`src/rtl/izh_step_sequencer.sv`:
```
// Time-step sequencer for one Izhikevich neuron core: issues per-neuron state into the
// 4-stage pipeline, writes results back and queues fired neuron indices on a spike FIFO.
// Optional build macro IZH_SEQ_CLR_I_EN: writeback also clears the neuron's input current.
module izh_step_sequencer #(
    parameter int N_NEURONS = 16,
    parameter int IDX_W     = 4,
    parameter int PIPE_LAT  = 4,
    parameter int SPK_DEPTH = 8
) (
    input  logic             clk,
    input  logic             rst,
    input  logic             step_start,
    output logic             step_busy,
    output logic             step_done,
    input  logic             cfg_we,
    input  logic [IDX_W-1:0] cfg_addr,
    input  logic [16:0]      cfg_v,
    input  logic [16:0]      cfg_u,
    input  logic [16:0]      cfg_i,
    output logic [16:0]      nrn_v,
    output logic [16:0]      nrn_u,
    output logic [16:0]      nrn_i,
    input  logic [16:0]      v_prime,
    input  logic [16:0]      u_prime,
    input  logic             fired,
    output logic             spk_valid,
    input  logic             spk_ready,
    output logic [IDX_W-1:0] spk_idx,
    output logic             spk_overflow
);

    localparam int PW = (SPK_DEPTH > 1) ? $clog2(SPK_DEPTH) : 1;
    localparam logic [IDX_W-1:0] LAST_IDX = IDX_W'(N_NEURONS - 1);

    typedef enum logic [1:0] {S_IDLE, S_ISSUE, S_DRAIN, S_DONE} state_t;

    typedef struct packed {
        logic             vld;
        logic [IDX_W-1:0] idx;
    } tag_t;

    state_t           r_state;
    state_t           w_next;
    logic [IDX_W-1:0] r_issue_idx;
    tag_t             r_tag [PIPE_LAT];
    logic [16:0]      r_mem_v [N_NEURONS];
    logic [16:0]      r_mem_u [N_NEURONS];
    logic [16:0]      r_mem_i [N_NEURONS];
    logic [IDX_W-1:0] r_fifo [SPK_DEPTH];
    logic [PW-1:0]    r_wr_ptr;
    logic [PW-1:0]    r_rd_ptr;
    logic [PW:0]      r_count;
    logic             r_overflow;

    tag_t w_tail;
    logic w_start;
    logic w_cfg_wr;
    logic w_wb;
    logic w_full;
    logic w_pop;
    logic w_push_req;
    logic w_push;

    assign w_tail     = r_tag[PIPE_LAT-1];
    assign w_start    = (r_state == S_IDLE) && step_start;
    assign w_cfg_wr   = (r_state == S_IDLE) && cfg_we && (int'(cfg_addr) < N_NEURONS);
    assign w_wb       = w_tail.vld;
    assign w_full     = (r_count == (PW+1)'(SPK_DEPTH));
    assign w_pop      = spk_valid && spk_ready;
    assign w_push_req = w_wb && fired;
    assign w_push     = w_push_req && (!w_full || w_pop);

    // NOTE: sequential state uses <= so every flop samples pre-edge values; = here would
    // make the result depend on process evaluation order.
    always_ff @(posedge clk or posedge rst) begin
        if (rst) r_state <= S_IDLE;
        else     r_state <= w_next;
    end

    // NOTE: every combinational output gets a default first so no path leaves it unassigned,
    // which would otherwise infer a latch.
    always_comb begin
        w_next = r_state;
        case (r_state)
            S_IDLE:  if (w_start) w_next = S_ISSUE;
            S_ISSUE: if (r_issue_idx == LAST_IDX) w_next = S_DRAIN;
            S_DRAIN: if (w_wb && (w_tail.idx == LAST_IDX)) w_next = S_DONE;
            S_DONE:  w_next = S_IDLE;
            default: w_next = S_IDLE;
        endcase
    end

    always_comb begin
        step_busy = (r_state != S_IDLE);
        step_done = (r_state == S_DONE);
        nrn_v     = '0;
        nrn_u     = '0;
        nrn_i     = '0;
        if (r_state == S_ISSUE) begin
            nrn_v = r_mem_v[r_issue_idx];
            nrn_u = r_mem_u[r_issue_idx];
            nrn_i = r_mem_i[r_issue_idx];
        end
    end

    always_ff @(posedge clk or posedge rst) begin
        if (rst) begin
            r_issue_idx <= '0;
        end else if (w_start) begin
            r_issue_idx <= '0;
        end else if (r_state == S_ISSUE) begin
            r_issue_idx <= r_issue_idx + IDX_W'(1);
        end
    end

    // Tag shift register mirrors the pipeline so the tail names the neuron whose result is at the output.
    always_ff @(posedge clk or posedge rst) begin
        if (rst) begin
            for (int k = 0; k < PIPE_LAT; k++) r_tag[k] <= '0;
        end else begin
            r_tag[0] <= '{vld: (r_state == S_ISSUE), idx: r_issue_idx};
            for (int k = 1; k < PIPE_LAT; k++) r_tag[k] <= r_tag[k-1];
        end
    end

    // NOTE: the state memory is reset explicitly because all neuron words must read 0 after rst,
    // so it maps to flops rather than a RAM macro.
    always_ff @(posedge clk or posedge rst) begin
        if (rst) begin
            for (int k = 0; k < N_NEURONS; k++) begin
                r_mem_v[k] <= '0;
                r_mem_u[k] <= '0;
                r_mem_i[k] <= '0;
            end
        end else begin
            if (w_cfg_wr) begin
                r_mem_v[cfg_addr] <= cfg_v;
                r_mem_u[cfg_addr] <= cfg_u;
                r_mem_i[cfg_addr] <= cfg_i;
            end
            if (w_wb) begin
                r_mem_v[w_tail.idx] <= v_prime;
                r_mem_u[w_tail.idx] <= u_prime;
`ifdef IZH_SEQ_CLR_I_EN
                r_mem_i[w_tail.idx] <= '0;
`endif
            end
        end
    end

    // Spike FIFO survives step_start so the router can drain it across steps.
    always_ff @(posedge clk or posedge rst) begin
        if (rst) begin
            for (int k = 0; k < SPK_DEPTH; k++) r_fifo[k] <= '0;
            r_wr_ptr   <= '0;
            r_rd_ptr   <= '0;
            r_count    <= '0;
            r_overflow <= 1'b0;
        end else begin
            if (w_push) begin
                r_fifo[r_wr_ptr] <= w_tail.idx;
                r_wr_ptr         <= r_wr_ptr + PW'(1);
            end
            if (w_pop) r_rd_ptr <= r_rd_ptr + PW'(1);
            case ({w_push, w_pop})
                2'b10:   r_count <= r_count + (PW+1)'(1);
                2'b01:   r_count <= r_count - (PW+1)'(1);
                default: r_count <= r_count;
            endcase
            if (w_start) r_overflow <= 1'b0;
            if (w_push_req && w_full && !w_pop) r_overflow <= 1'b1;
        end
    end

    assign spk_valid    = (r_count != '0);
    assign spk_idx      = r_fifo[r_rd_ptr];
    assign spk_overflow = r_overflow;

endmodule

```
`config.mk`:
```
export PLATFORM = sky130hd
export DESIGN_NAME = izh_step_sequencer
export DESIGN_NICKNAME = d
export VERILOG_FILES = /design/src/rtl/izh_step_sequencer.sv
export SDC_FILE = /design/constraint.sdc
export NUM_CORES = 2
export LEC_CHECK = 0
export CORE_MARGIN = 2
export CORE_UTILIZATION = 25
export DETAILED_ROUTE_END_ITERATION = 8
export SKIP_CTS_REPAIR_TIMING = 1
export SYNTH_ARGS = -nofsm -noshare
export SYNTH_HDL_FRONTEND = slang
export SYNTH_SLANG_ARGS = --single-unit
export TNS_END_PERCENT = 30
```
`constraint.sdc`:
```
create_clock -name clk -period 31.2 [get_ports clk]
set_clock_uncertainty 0.15 [all_clocks]
set_input_delay 7.8 -clock clk [delete_from_list [all_inputs] [get_ports clk]]
set_output_delay 7.8 -clock clk [all_outputs]
set_load 0.1 [all_outputs]
```
==> flow_metrics.env <==
export IMPL_yosys_area_top_type="dfrtp_1"
export IMPL_criticalPathCategory="flop to output port"
export IMPL_critPathLaunchType="flop"
export IMPL_fmax_ghz=0.0723
export IMPL_ys_flop_type="dfrtp_1"
export IMPL_overflow=0
export IMPL_setup_tns_ns=0
export IMPL_rsz0062_at_grt="false"
export IMPL_grt_util_all_layers_pct=15.0
export IMPL_holdWs_ns=0.197
export IMPL_p_leak_nw=21.1
export IMPL_fin_crit_sh_pct=44.3
export IMPL_fin_crit_ns=13.82
export IMPL_crit_path_max_incr_delay_ns=1.28
export IMPL_synthXorXnorAreaFrac_pct=0.196
export IMPL_dp_hpwl_mm=77.8
export IMPL_cts_max_path_buffers=3
export IMPL_synth_area_mm2=0.0446
export IMPL_critPathMaxFanout=111
export IMPL_globalplace_congestion=0.760
export IMPL_cts_buffers=88
export IMPL_cts_root_buf="clkbuf_16"
export IMPL_yosysTopAreaCellShare_pct=49.6
export IMPL_cts_max_level=3
export IMPL_async_flop_share_pct=100
export IMPL_initial_core_util_pct=25.1
export IMPL_finalSetupViolations=0
export IMPL_yosysMostFrequentCell="dfrtp_1"
export IMPL_yosys_warnings=0
export IMPL_layout_nets=3881
export IMPL_synth_cell_types=46
export IMPL_grt_start_max_net_pins=112
export IMPL_timing_hold_violations_final=0
export IMPL_dieArea_mm2=0.182
export IMPL_core_area_mm2=0.178
export IMPL_max_cap_violations=0
export IMPL_final_antenna_net_count=0
export IMPL_worstSetupEndpointType="output port"
export IMPL_layout_drive_gt1_share_pct=19.8
export IMPL_syn_inst=3893
export IMPL_synth_edf_count=0
export IMPL_syn_area_per_cell_um2=11.5
export IMPL_drc_errors=0
export IMPL_arrival_ns=5.87
export IMPL_synthMuxAreaShare_pct=30.6
export IMPL_drv_slew=0
export IMPL_antenna_found_initial=21
export IMPL_ys_ff_latch=885
export IMPL_syn_nets=3997
export IMPL_ir_drop_mv=0.0681
export IMPL_synth_adder_area_share_pct=0.252
export IMPL_clk_latency_ns=0.67
export IMPL_powerDensity_mw_per_mm2=95.5
export IMPL_syn2layout_area_growth_pct=14.4
export IMPL_dr_first_iter_drc_count=2324
export IMPL_ys_top_cells_by_area="dfrtp_1 (50%), mux2i_1 (15%), mux2_2 (10%)"
export IMPL_synth_simple_area_share_pct=5.68
export IMPL_synth_compound_area_share_pct=9.59
export IMPL_place_ws_ns=18.09
export IMPL_slew_headroom_pct=18.4
export IMPL_worst_pin_slew_ns=1.22
export IMPL_die_h_um=426
export IMPL_grt_pass1_wl_mm=206
export IMPL_slowest_stage="clkdlybuf4s50_1"
export IMPL_outcome="completed"
export IMPL_grt_pass1_vias=30489
export IMPL_wl_mm=138
export IMPL_numPortBuffers=153
export IMPL_ys_seq_area_share_pct=49.6
export IMPL_cts_tree="built"
export IMPL_vias_per_cell=4.87
export IMPL_row_count=155
export IMPL_synth_commonest_cells="dfrtp_1 (885), mux2i_1 (649), mux2_2 (410)"
export IMPL_fin_ws_ns=17.38
export IMPL_cp_cell_sequence="buf_12 > buf_4 > mux2i_1 > a22oi_1 > o221ai_1 > o21ai_0 > clkdlybuf4s50_1"
export IMPL_hold_class="flop to flop"
export IMPL_io_pins=154
export IMPL_dr_pass1_iters=6
export IMPL_die_x_um=426
export IMPL_routedWlPerCell_um=22.2
export IMPL_synth_top_family_by_area="multiplexers"
export IMPL_via_count=30220
export IMPL_required_ns=23.25
export IMPL_cts_clk_slew_worst_paths_ns=0.06
export IMPL_clock_sinks=885
==> cell usage in the layout (no fill, tap or decap), types with 3 or more instances in the layout <==
cell,synthesis,routed
nand3_1,7,5
xor2_1,3,3
nor2_1,224,211
mux2_2,410,410
clkbuf_16,0,88
inv_6,0,3
and4b_1,3,3
clkbuf_8,0,17
nor2_4,0,13
dfrtp_1,885,882
xnor2_1,7,7
clkinv_2,0,14
a21oi_1,211,211
mux4_2,112,112
nand3b_1,6,6
dfrtp_4,0,3
o21ai_1,6,6
mux2i_1,649,649
clkbuf_1,232,21
clkdlybuf4s50_1,0,152
clkinvlp_4,0,6
nand4_1,4,4
a22oi_1,100,100
bufinv_16,0,9
buf_4,11,61
o21ai_0,385,385
inv_1,8,7
nor3b_4,0,3
o221ai_1,50,50
nand2_1,353,351
ha_1,9,9
diode_2,0,6
==> cells by family after synthesis <==
kind of cell,count (synthesis)
buf+inv,428
simple gates,627
mux,1172
compound gates,762
xor+xnor,10
flops,885
fa+ha+maj,9
==> critical path: cells and delay by family (launching register included) <==
kind,cells,cell delay (ns)
multiplexers,1,0.16
AO/OA/AOI/OAI,3,1.21
buffers and inverters,3,2.59
flip-flops,1,0.95
==> where the power goes <==
| group | switching (W) | leakage (nW) | total [W] | internal, W |
|---|---|---|---|---|
| sequential | 0.000316 | 11.2 | 0.00197 | 0.00165 |
| clock | 0.000475 | 1.46 | 0.00111 | 0.000639 |
| combinational | 0.000976 | 8.42 | 0.00179 | 0.000811 |
| total | 0.00177 | 21.1 | 0.00487 | 0.00310 |
==> registers in the layout (all words and copies together), names as in the netlist <==
register and flops:
r_fifo 32, r_mem_i 272, spk_overflow 1, r_mem_u 272
w_wb 1, r_rd_ptr 3, r_mem_v 272, r_wr_ptr 3
r_state 2, r_count 4, r_issue_idx 4, r_tag 19
==> per-layer routing <==
metal / up-vias / part of all wire (%) / GRT usage (%)
met5: - / 0.067 / 0
met4: 16 / 3.2 / 5.81
met3: 235 / 4.1 / 1.66
met2: 781 / 51 / 26.2
met1: 15513 / 42 / 18.8
li1: 13675 / - / -
==> stage by stage <==
stage / cell area, µm² / utilization [%] / total power, W / std cells
after floorplan: 44600 / - / 0.00331 / 3893
after global placement: 48000 / 27.0 / 0.00372 / 6042
after detailed placement: 48000 / 27.0 / 0.00378 / 6042
after CTS: 51000 / 28.7 / 0.00491 / 6203
after global routing: 51000 / 28.7 / 0.00515 / 6209
final: 51000 / 28.7 / 0.00487 / 6209
==> final cells by class <==
type | instances | area [µm²]
timing repair buffer | 214 | 2000
antenna | 6 | 15.0
clock inverter | 35 | 469
multi-input combinational | 2580 | 20900
inverter | 8 | 33.8
tap | 2355 | 2950
clock buffer | 126 | 2510
sequential | 885 | 22200
fill | 17997 | 127000
==> path summary, 6_finish.rpt <==
check	startpoint	end	slack (ns)	depth (start not counted)
worst max-delay path	r_issue_idx[0]$_DFFE_PP0P_	nrn_v[15]	17.38	7
max in group asynchronous	rst	r_mem_i[165]$_DFFE_PP0P_	19.59	6
worst max register to register	r_state[0]$_DFFE_PP0P_	r_mem_v[71]$_DFF_PP0_	26.86	7
min in group asynchronous	rst	r_fifo[8]$_DFFE_PP0P_	7.41	2
worst min-delay path	r_tag[6]$_DFF_PP0_	r_tag[1]$_DFF_PP0_	0.20	0
worst min register to register	r_tag[6]$_DFF_PP0_	r_tag[1]$_DFF_PP0_	0.20	0
Note: power is estimated with default switching activity, not from simulation.
